**src/rtl/dmem_arbiter.sv**
```systemverilog
// dmem_arbiter: round-robin sequencer giving two masters
// one-access-per-cycle use of a single-port data memory.
module dmem_arbiter #(
    parameter int ADDR_W     = 6,
    parameter bit FIRST_PRIO = 1'b0
) (
    input  logic              clk_i,
    input  logic              rst_i,

    input  logic              a_req_i,
    input  logic              a_we_i,
    input  logic [ADDR_W-1:0] a_addr_i,
    input  logic [31:0]       a_wdata_i,
    output logic              a_gnt_o,
    output logic [31:0]       a_rdata_o,
    output logic              a_rvalid_o,

    input  logic              b_req_i,
    input  logic              b_we_i,
    input  logic [ADDR_W-1:0] b_addr_i,
    input  logic [31:0]       b_wdata_i,
    output logic              b_gnt_o,
    output logic [31:0]       b_rdata_o,
    output logic              b_rvalid_o,

    output logic [ADDR_W-1:0] mem_address_o,
    output logic [31:0]       mem_wdata_o,
    output logic              mem_memwrite_o,
    output logic              mem_memread_o,
    input  logic [31:0]       mem_rdata_i,

    output logic              busy_o
);

    typedef enum logic [1:0] {
        IDLE    = 2'd0,
        SERVE_A = 2'd1,
        SERVE_B = 2'd2
    } state_t;

    state_t state, state_nxt;
    logic   prio, prio_nxt;

    always_ff @(posedge clk_i) begin
        if (rst_i) begin
            state <= IDLE;
            prio  <= FIRST_PRIO;
        end else begin
            state <= state_nxt;
            prio  <= prio_nxt;
        end
    end

    always_comb begin
        state_nxt      = state;
        prio_nxt       = prio;
        mem_address_o  = '0;
        mem_wdata_o    = '0;
        mem_memwrite_o = 1'b0;
        mem_memread_o  = 1'b0;
        a_gnt_o        = 1'b0;
        b_gnt_o        = 1'b0;
        unique case (state)
            IDLE: begin
                if (a_req_i && b_req_i)
                    state_nxt = prio ? SERVE_B : SERVE_A;
                else if (a_req_i)
                    state_nxt = SERVE_A;
                else if (b_req_i)
                    state_nxt = SERVE_B;
                else
                    state_nxt = IDLE;
            end
            SERVE_A: begin
                a_gnt_o        = 1'b1;
                mem_address_o  = a_addr_i;
                mem_wdata_o    = a_wdata_i;
                mem_memwrite_o = a_we_i & ~rst_i;
                mem_memread_o  = ~a_we_i;
                prio_nxt       = 1'b1;
                // a_req_i still belongs to this access, so only B counts
                state_nxt      = b_req_i ? SERVE_B : IDLE;
            end
            SERVE_B: begin
                b_gnt_o        = 1'b1;
                mem_address_o  = b_addr_i;
                mem_wdata_o    = b_wdata_i;
                mem_memwrite_o = b_we_i & ~rst_i;
                mem_memread_o  = ~b_we_i;
                prio_nxt       = 1'b0;
                state_nxt      = a_req_i ? SERVE_A : IDLE;
            end
            default: state_nxt = IDLE;
        endcase
    end

    always_ff @(posedge clk_i) begin
        if (rst_i) begin
            a_rdata_o  <= '0;
            a_rvalid_o <= 1'b0;
            b_rdata_o  <= '0;
            b_rvalid_o <= 1'b0;
        end else begin
            a_rvalid_o <= a_gnt_o & ~a_we_i;
            b_rvalid_o <= b_gnt_o & ~b_we_i;
            if (a_gnt_o && !a_we_i)
                a_rdata_o <= mem_rdata_i;
            if (b_gnt_o && !b_we_i)
                b_rdata_o <= mem_rdata_i;
        end
    end

    assign busy_o = (state != IDLE);

endmodule

```
**config.mk**
```make
export PLATFORM = sky130hd
export DESIGN_NAME = dmem_arbiter
export DESIGN_NICKNAME = d
export VERILOG_FILES = /design/src/rtl/dmem_arbiter.sv
export SDC_FILE = /design/constraint.sdc
export NUM_CORES = 1
export LEC_CHECK = 0
export ABC_AREA = 1
export CORE_ASPECT_RATIO = 0.6
export CORE_UTILIZATION = 35
export DETAILED_ROUTE_END_ITERATION = 7
export HOLD_SLACK_MARGIN = 0.02
export PLACE_DENSITY = 0.82
export REMOVE_ABC_BUFFERS = 1
export SETUP_SLACK_MARGIN = 0.1
export SYNTH_ARGS = -nofsm -noshare
export SYNTH_HDL_FRONTEND = slang
export SYNTH_SLANG_ARGS = --single-unit
export TNS_END_PERCENT = 1
```
**constraint.sdc**
```tcl
create_clock -name clk_i -period 2.6 [get_ports clk_i]
set_clock_uncertainty 0.15 [all_clocks]
set_input_delay 0.39 -clock clk_i [delete_from_list [all_inputs] [get_ports clk_i]]
set_output_delay 0.39 -clock clk_i [all_outputs]
set_load 0.01 [all_outputs]
```
==> results.ini, run 1 <==
[timing]
slew_headroom_pct=54.6
rsz0062_at_grt=true
tightest_slew_ns=0.681
final-hold-violation-count=0
fmax_mhz=397
fin_crit_ns=2.52
min_period_over_period_pct=96.8
setup_viol=0
maxSlewViolCount=0

[yosys]
synth-seq-cells=69
synth.distinct_cells=16
synth.top_cell.area_share_pct=39.7
syn_inst=546
netlist_top_cells_area=dfxtp_1, nand2_1, nor2_1, nand3_1, a21oi_1
yosysWarnings=0
seq_area_frac_synth_pct=39.7
syn-cell-area_um2=3480
avgSynthCellArea_um2=6.37
synth.largest_area_cell=dfxtp_1

[job]
maxCapViolCount=0

[power_and_ir_drop]
ir_worst_vdd_mv=0.431
leakagePower_nw=3.08
total_power_w=0.00305
power.density_nw_per_um2=491

[clock_tree]
clkTransAtPathRegs_ns=0.06
clock_path_buffers=2
cts_tree=done
clkSinkCount=69
cts_root_buffer=clkbuf_16
numCtsBuffers=9
htree_levels=3
clk_latency_ns=0.32

[drt]
drc=0
drt_wl_total_um=13200
wl_per_cell_um=14.9
drtPass1Iterations=5
route.vias.total=4207
detail-route-antenna-nets=0
viasPerCell=4.74
drt_iter0_drc=298

[min_path]
hold_class=reg2reg

[placement]
placed_cells=867
gp_congestion=0.894
io_buffers=222
place_hpwl_um=8890

[global_route]
grt_start_max_net_pins=68
grt_pass1_wl_um=19300
antenna_found_initial=0
grt_pass1_vias=3878
grt_util_all_layers_pct=24.1
grt-ovfl-total=0

[status]
status=complete, no violations

[cells_and_area]
final_cells=887
fin_nets=873
n_antenna_cell=0
seq_area_um2=1380
area_growth_syn_to_layout_pct=78.8
drive_gt1_share_pct=5.55
fillCellCount=809
multiInputGateArea_um2=1720

[critical_path]
cp.required_ns=2.06
startpoint_type=flip-flop
worstSetupPathType=reg2out
r2r_slack_ns=0.90
critical_path_arrival_ns=1.98
critical_path.max_fanout=4
critPathCaptureType=output pin

[floorplanning]
die_area_um2=10400
core_area_um2=9390
num_io_pins=223
start_util_pct=37.0
dieHeight_um=79.2
rows=27
die_w_um=131

## kinds of logic after synthesis
kind of cell | synth area share, %
AND/OR/NAND/NOR | 39.8
buffers and inverters | 12.0
flip-flops | 39.7
AO/OA/AOI/OAI | 6.33
adder cells (fa/ha/maj) | 2.16
## synth_stat cells
library cell    n
nor2_1        132
inv_2           4
clkbuf_1        5
nand3_1        66
buf_6           7
nand2_2         1
o21ai_0         2
nand2_4         1
ha_1            6
dfxtp_1        69
nand2_1       144
inv_1          38
buf_4           6
inv_4           2
buf_2          21
a21oi_1        42
## what timing repair did
item / 4_1_cts / 5_1_grt
hold endpoints to repair: 0 / 0
setup buffers: 0 / 1
gates cloned: 1 / 3
hold buffers: 0 / 0
gates resized for setup: 11 / 42
setup endpoints to repair: 40 / 35
## cell type report
class	count	share of cell area (%)
clock buffers	14	4.40
clock inverters	1	0.0805
inverters	44	2.82
multi-input cells	394	27.7
flip-flops and latches	69	22.2
well taps	130	2.61
repair buffers	235	40.2
## stage by stage
stage | setup TNS (ns) | utilization (%) | area, um^2 | worst slack (ns) | hold slack [ns]
2_1_floorplan | -0.776 | - | 3230 | -0.123 | 0.312
3_3_place_gp | 0 | 60.7 | 5700 | 0.199 | 0.312
3_5_place_dp | 0 | 60.7 | 5700 | 0.114 | 0.324
4_1_cts | -0.451 | 64.1 | 6020 | -0.0471 | 0.335
5_1_grt | 0 | 66.2 | 6220 | 0.00222 | 0.347
6_report | 0 | 66.2 | 6220 | 0.0831 | 0.333
## per-layer routing
layer | vias up | share of wire, % | track usage (%)
met3 | 11 | 8.6 | 6.74
met5 | - | 0 | 0
met1 | 1911 | 45 | 32.3
met4 | 0 | 0.85 | 4.37
li1 | 2098 | - | -
met2 | 187 | 45 | 38.6
## final timing paths
kind,from,cells past startpoint,to
min,a_rdata_o[19],2,a_rdata_o[19]
max,state[0],6,mem_memwrite_o
min reg2reg,a_rdata_o[19],2,a_rdata_o[19]
max reg2reg,state[1],7,a_rdata_o[5]
## state kept, by name, indices dropped and copies added (netlist names)
signal      flops
a_rdata_o      32
b_rdata_o      32
state           2
a_rvalid_o      1
b_rvalid_o      1
prio            1
## power breakdown
part | total, W | internal, W | switching, W
registers | 0.00115 | 0.00112 | 0.0000354
logic | 0.000780 | 0.000411 | 0.000368
clock network | 0.00112 | 0.000717 | 0.000403
## critical path, stage by stage, from the launching register on
cell and delay (ns):
dfxtp_2 0.39, inv_2 0.09, ha_1 0.29, nand2_4 0.13
nand2_1 0.07, nor2_1 0.13, clkdlybuf4s50_1 0.55
## cells in the final DEF (no fill, tap or decap)
master,count
dlymetal6s2s_1,34
inv_1,36
inv_2,5
nand2_1,144
buf_16,1
dfxtp_2,2
a21oi_2,1
nand2_4,1
nand2_2,1
dlygate4sd2_1,5
clkbuf_8,3
buf_4,6
dfxtp_1,67
clkinv_2,1
nand3_1,66
a21oi_1,41
buf_12,2
ha_1,3
buf_6,1
inv_6,1
clkbuf_16,12
o21ai_0,2
nor2_1,132
ha_4,3
inv_4,2
clkdlybuf4s50_1,183
clkbuf_1,2
(Power assumes the default switching activity.)
==> run 2, diff against run 1 <==
--- a/config.mk
+++ b/config.mk
@@ -16,4 +16,4 @@
 export SYNTH_ARGS = -nofsm -noshare
 export SYNTH_HDL_FRONTEND = slang
 export SYNTH_SLANG_ARGS = --single-unit
-export TNS_END_PERCENT = 1
+export TNS_END_PERCENT = 100
==> run 2 against run 1 <==
Critical path depth is the same; setup slack gained 0.11 ns; die area is the same; fmax grew 4.6%; sequential cell count is the same; worst hold slack lost 0.00076 ns; critical endpoint unchanged; largest cell class unchanged.
==> results.ini, run 2 (synthesis gave the netlist of run 1 again) <==
[timing]
maxSlewViolCount=0  ; unchanged
fmax_mhz=416  ; +4.6%
tightest_slew_ns=0.665  ; -0.0158 ns
fin_ws_ns=0.194  ; +0.111 ns
final-hold-violation-count=0  ; unchanged
min_period_over_period_pct=92.5  ; -4.3 points
fin_crit_ns=2.41  ; -0.111 ns
slew_headroom_pct=55.6  ; +1.1 points
setup_viol=0  ; unchanged
rsz0062_at_grt=false

[clock_tree]
clock_path_buffers=2  ; unchanged
htree_levels=3  ; unchanged
numCtsBuffers=9  ; unchanged
clkTransAtPathRegs_ns=0.05  ; about the same
clkSinkCount=69  ; unchanged
cts_tree=done
clk_latency_ns=0.32  ; about the same
cts_root_buffer=clkbuf_16

[floorplanning]
die_w_um=131  ; unchanged
start_util_pct=37.0  ; unchanged
core_area_um2=9390  ; unchanged
die_area_um2=10400  ; unchanged
rows=27  ; unchanged
num_io_pins=223  ; unchanged
dieHeight_um=79.2  ; unchanged

[placement]
io_buffers=222  ; unchanged
place_hpwl_um=8890  ; unchanged
place_ws_ns=0.114  ; unchanged
gp_congestion=0.894  ; unchanged
placed_cells=867  ; unchanged
dpl-instance-area_um2=5700  ; unchanged

[critical_path]
worst_path_largest_cell_delay_ns=0.55  ; about the same
slowest_stage=clkdlybuf4s50_1
critical_path_arrival_ns=1.87  ; -0.11 ns
crit_chain=inv_2, ha_2, nand2_4, nand2_1, nor2_1, clkdlybuf4s50_1
critPathCaptureType=output pin
r2r_slack_ns=0.88  ; -0.02 ns
rr_startpoint=state[1]
critical_path.max_fanout=4  ; unchanged
worstSetupPathType=reg2out
cp.required_ns=2.06  ; about the same
startpoint_type=flip-flop
timing.rr.end=a_rdata_o[5]
critical_path.startpoint=state[0]
setup.worst_path.end=mem_memwrite_o
ff2ff_path_depth=8  ; +1

[cells_and_area]
n_antenna_cell=0  ; unchanged
design_area_um2=6180  ; -0.60%
area_growth_syn_to_layout_pct=77.8
final_cells=890  ; +0.34%
top_regs=a_rdata_o: 32 flops, b_rdata_o: 32 flops, state: 2 flops
fillCellCount=816  ; +0.87%
final_common_cell=clkdlybuf4s50_1
final_cell_mix=clkdlybuf4s50_1, nand2_1, nor2_1
fin_nets=876  ; +0.34%
drive_gt1_share_pct=6.05  ; +0.50 points

[drt]
drt_iter0_drc=313  ; +5.0%
drc=0  ; unchanged
drt_wl_total_um=12800  ; -3.0%
detail-route-antenna-nets=0  ; unchanged
viasPerCell=4.76  ; +0.35%
drtPass1Iterations=6  ; +1
wl_per_cell_um=14.4  ; -3.3%
route.vias.total=4236  ; +0.69%

[power_and_ir_drop]
intPower_w=0.00225  ; +0.36%
ir_worst_vdd_mv=0.401  ; -7.0%
leakagePower_nw=2.85  ; -7.4%
seqPwrFrac_pct=37.8  ; about the same
pwr-share-comb_pct=25.6  ; about the same
switching_share_pct=26.1  ; -0.33 points
power.density_nw_per_um2=493  ; +0.52%
p_sw_w=0.000796  ; -1.3%
clkPwrFrac_pct=36.6  ; about the same

[global_route]
met2_usage_pct=39.1  ; +0.53 points
grtUsageMet3_pct=7.41  ; +0.67 points
met1_usage_pct=34.0  ; +1.7 points
grt-ovfl-total=0  ; unchanged
top_usage_layer=met2
grt_start_max_net_pins=68  ; unchanged
grt_pass1_vias=3959  ; +2.1%
antenna_found_initial=0  ; unchanged
grt_util_all_layers_pct=25.0  ; +0.91 points
grt_pass1_wl_um=20100  ; +3.8%

[status]
status=complete, no violations

[min_path]
hold_class=reg2reg

[job]
maxCapViolCount=0  ; unchanged

-- run 2: layout make-up --
class                      instances  area [um^2]  area share, %
multi-input combinational        394         1710           27.7
sequential                        69         1380           22.4
inverter                          44          175           2.83
timing repair buffer             238         2470           39.9
clock buffer                      14          274           4.43
clock inverter                     1         5.00         0.0809
tap                              130          163           2.63
-- run 2: power groups by stage --
stage	registers, W	clock network, W	logic [W]
floorplan	0.00119	0	0.000269
global placement	0.00117	0	0.000710
detailed placement	0.00117	0	0.000722
CTS	0.00115	0.00115	0.000775
global route	0.00116	0.00120	0.000846
finish	0.00115	0.00112	0.000782
-- run 2: critical path, delay by kind of cell (launching register included) --
kind | cells | cell delay [ns]
fa+ha+maj | 1 | 0.23
buf+inv | 2 | 0.63
flops | 1 | 0.38
simple gates | 3 | 0.30
-- run 2: worst min-delay path by stage --
stage / startpoint / endpoint / slack (ns) / cells after the start
after CTS: a_rdata_o[31] / a_rdata_o[31] / 0.33 / 2
after global routing: a_rdata_o[23] / a_rdata_o[23] / 0.35 / 2
after global placement: b_rdata_o[29] / b_rdata_o[29] / 0.31 / 2
after floorplan: rst_i / a_rvalid_o / 0.31 / 1
final: a_rdata_o[19] / a_rdata_o[19] / 0.33 / 2
after detailed placement: a_rdata_o[4] / a_rdata_o[4] / 0.32 / 2
-- run 2: timing repair --
| item | CTS | global route |
|---|---|---|
| hold buffers | 0 | 0 |
| pin swaps | 0 | 0 |
| endpoints found under the setup margin | 40 | 29 |
| gates resized for setup | 34 | 18 |
| setup buffers | 2 | 2 |
| cloned | 4 | 0 |
-- run 2: per-stage QoR --
step / total power, W / hold slack (ns) / setup TNS, ns / util, %
after global routing: 0.00320 / 0.347 / 0 / 65.8
after floorplan: 0.00146 / 0.312 / -0.776 / -
after CTS: 0.00307 / 0.335 / 0 / 65.2
after global placement: 0.00188 / 0.312 / 0 / 60.7
after detailed placement: 0.00189 / 0.324 / 0 / 60.7
final: 0.00305 / 0.332 / 0 / 65.8
-- run 2: routing by layer --
layer | vias up | wire [um] | part of all wire [%]
li1 | 2102 | - | -
met1 | 1905 | 5740 | 45
met2 | 212 | 5680 | 44
met3 | 17 | 1270 | 9.9
met4 | 0 | 132 | 1.0
met5 | - | 0 | 0
==> run 3, diff against run 2 <==
--- a/config.mk
+++ b/config.mk
@@ -6,7 +6,6 @@
 export NUM_CORES = 1
 export LEC_CHECK = 0
 export ABC_AREA = 1
-export CORE_ASPECT_RATIO = 0.6
 export CORE_UTILIZATION = 35
 export DETAILED_ROUTE_END_ITERATION = 7
 export HOLD_SLACK_MARGIN = 0.02
==> run 3 against run 2 <==
Fmax up 2.6%; critical endpoint is now mem_wdata_o[26]; sequential power about the same; global-route usage down 2.1 points; power down 9.5%; die area down 0.13%; first-iteration DRC count down 44%; critical path type unchanged; core utilization down 3.4 points; sequential share of layout area up 0.50 points; highest routed layer unchanged; via count about the same; clock power down 23%.
==> results.ini, run 3 (synthesis gave the netlist of run 1 again) <==
[status]
status=complete, no violations

[drt]
detail-route-antenna-nets=0  ; unchanged
drtPass1Iterations=4  ; -2
route.vias.total=4235  ; -0.024%
wl_per_cell_um=13.8  ; -4.5%
viasPerCell=4.77  ; +0.20%
drc=0  ; unchanged
drt_wl_total_um=12200  ; -4.7%
drt_iter0_drc=175  ; -44%

[timing]
tightest_slew_ns=0.669  ; +0.00347 ns
fmax_mhz=426  ; +2.6%
slew_headroom_pct=55.4  ; -0.23 points
setup_viol=0  ; unchanged
fin_crit_ns=2.35  ; -0.0602 ns
fin_ws_ns=0.255  ; +0.0602 ns
rsz0062_at_grt=false
maxSlewViolCount=0  ; unchanged
min_period_over_period_pct=90.2  ; -2.3 points
final-hold-violation-count=0  ; unchanged

[placement]
place_ws_ns=0.105  ; -0.00938 ns
place_hpwl_um=8430  ; -5.1%
io_buffers=222  ; unchanged
dpl-instance-area_um2=5710  ; about the same
gp_congestion=0.820  ; -8.3%

[critical_path]
critical_path_arrival_ns=1.81  ; -0.06 ns
slowest_stage=dfxtp_2
worstSetupPathType=reg2out
cp.required_ns=2.06  ; about the same
crit_chain=inv_2, ha_4, bufbuf_16, nand2_1, a21oi_1, dlygate4sd2_1
critPathCaptureType=output pin
worst_path_largest_cell_delay_ns=0.35  ; -0.20 ns
startpoint_type=flip-flop
critical_path.max_fanout=21  ; +17

[global_route]
grt_pass1_wl_um=18200  ; -9.4%
antenna_found_initial=0  ; unchanged
grt-ovfl-total=0  ; unchanged
grt_start_max_net_pins=68  ; unchanged
grt_util_all_layers_pct=22.9  ; -2.1 points
grt_pass1_vias=3960  ; +0.025%

[clock_tree]
clkTransAtPathRegs_ns=0.07  ; +0.02 ns
htree_levels=3  ; unchanged
clkSinkCount=69  ; unchanged
post_cts.repair.setup_buffers=0  ; -2
cts_root_buffer=clkbuf_8
numCtsBuffers=9  ; unchanged
holdBufCountCts=0  ; unchanged
cts_tree=done
clock_path_buffers=2  ; unchanged
clk_latency_ns=0.33  ; about the same

[min_path]
hold_class=reg2reg

[floorplanning]
num_io_pins=223  ; unchanged
die_area_um2=10300  ; -0.13%
dieHeight_um=102  ; +28%
core_area_um2=9680  ; +3.1%
start_util_pct=35.9  ; -1.1 points
rows=36  ; +33%
die_w_um=102  ; -22%

[job]
maxCapViolCount=0  ; unchanged

[cells_and_area]
top_regs=a_rdata_o: 32 flops, b_rdata_o: 32 flops, state: 2 flops
final_cell_mix=clkdlybuf4s50_1, nand2_1, nor2_1
n_antenna_cell=0  ; unchanged
design_area_um2=6050  ; -2.2%
area_growth_syn_to_layout_pct=73.8
final_common_cell=clkdlybuf4s50_1
drive_gt1_share_pct=5.43  ; -0.62 points
fillCellCount=862  ; +5.6%
fin_nets=870  ; -0.68%

[power_and_ir_drop]
ir_worst_vdd_mv=0.213  ; -47%
power.density_nw_per_um2=456  ; -7.5%
leakagePower_nw=2.89  ; +1.3%

-- run 3: changes by cell type in the layout (fill, tap and decap cells not counted), moves of 2 or more --
cell	delta
clkinv_4	+2
dlygate4sd2_1	-8
bufbuf_16	-2
clkbuf_1	-2
buf_4	-5
clkbuf_16	-8
dlymetal6s2s_1	+9
clkbuf_8	+6
-- run 3: through the flow --
step	util (%)	TNS (ns)	power [W]	instances	hold slack (ns)
after floorplan	-	-0.776	0.00146	507	0.312
after global placement	58.9	0	0.00187	870	0.311
after detailed placement	58.9	0	0.00189	870	0.322
after CTS	61.5	0	0.00278	887	0.336
after global routing	62.4	0	0.00290	888	0.357
final	62.4	0	0.00276	888	0.331
-- run 3: area by class of cell --
type / instances / area [um^2] / share of cell area [%]
clock buffers: 9 / 124 / 2.05
well taps: 133 / 166 / 2.75
clock inverters: 7 / 73.8 / 1.22
repair buffers: 232 / 2420 / 40.0
flip-flops and latches: 69 / 1380 / 22.9
inverters: 44 / 175 / 2.90
multi-input cells: 394 / 1710 / 28.2
-- run 3: layer usage --
layer  share of wire [%]  wire length (um)  up-vias  GRT usage (%)
met5                   0                 0        -              0
met4                 1.6               199        0           9.14
met3                 7.7               945       16           7.38
met2                  53              6420      183           42.1
met1                  38              4650     1950           23.9
li1                    -                 -     2086              -
-- run 3: timing repair --
action,4_1_cts,5_1_grt
gates cloned,1,1
endpoints found under the setup margin,40,24
resized for setup,28,25
-- run 3: worst paths after layout --
kind | slack [ns] | to | from | cells past startpoint
min reg2reg | 0.33 | a_rdata_o[4] | a_rdata_o[4] | 2
max reg2reg | 0.98 | a_rdata_o[19] | state[1] | 7
min | 0.33 | a_rdata_o[4] | a_rdata_o[4] | 2
max | 0.25 | mem_wdata_o[26] | state[1] | 6
-- run 3: worst max-delay path: cells and delay by family (launching register included) --
| family | cells | cell delay [ns] |
|---|---|---|
| buf+inv | 3 | 0.72 |
| flops | 1 | 0.35 |
| fa+ha+maj | 1 | 0.18 |
| simple gates | 1 | 0.06 |
| compound gates | 1 | 0.15 |
-- run 3: report_power, final --
group / internal [W] / total (W) / switching (W)
Combinational: 0.000398 / 0.000746 / 0.000349
Clock: 0.000446 / 0.000867 / 0.000421
Sequential: 0.00111 / 0.00115 / 0.0000324
Total: 0.00196 / 0.00276 / 0.000801
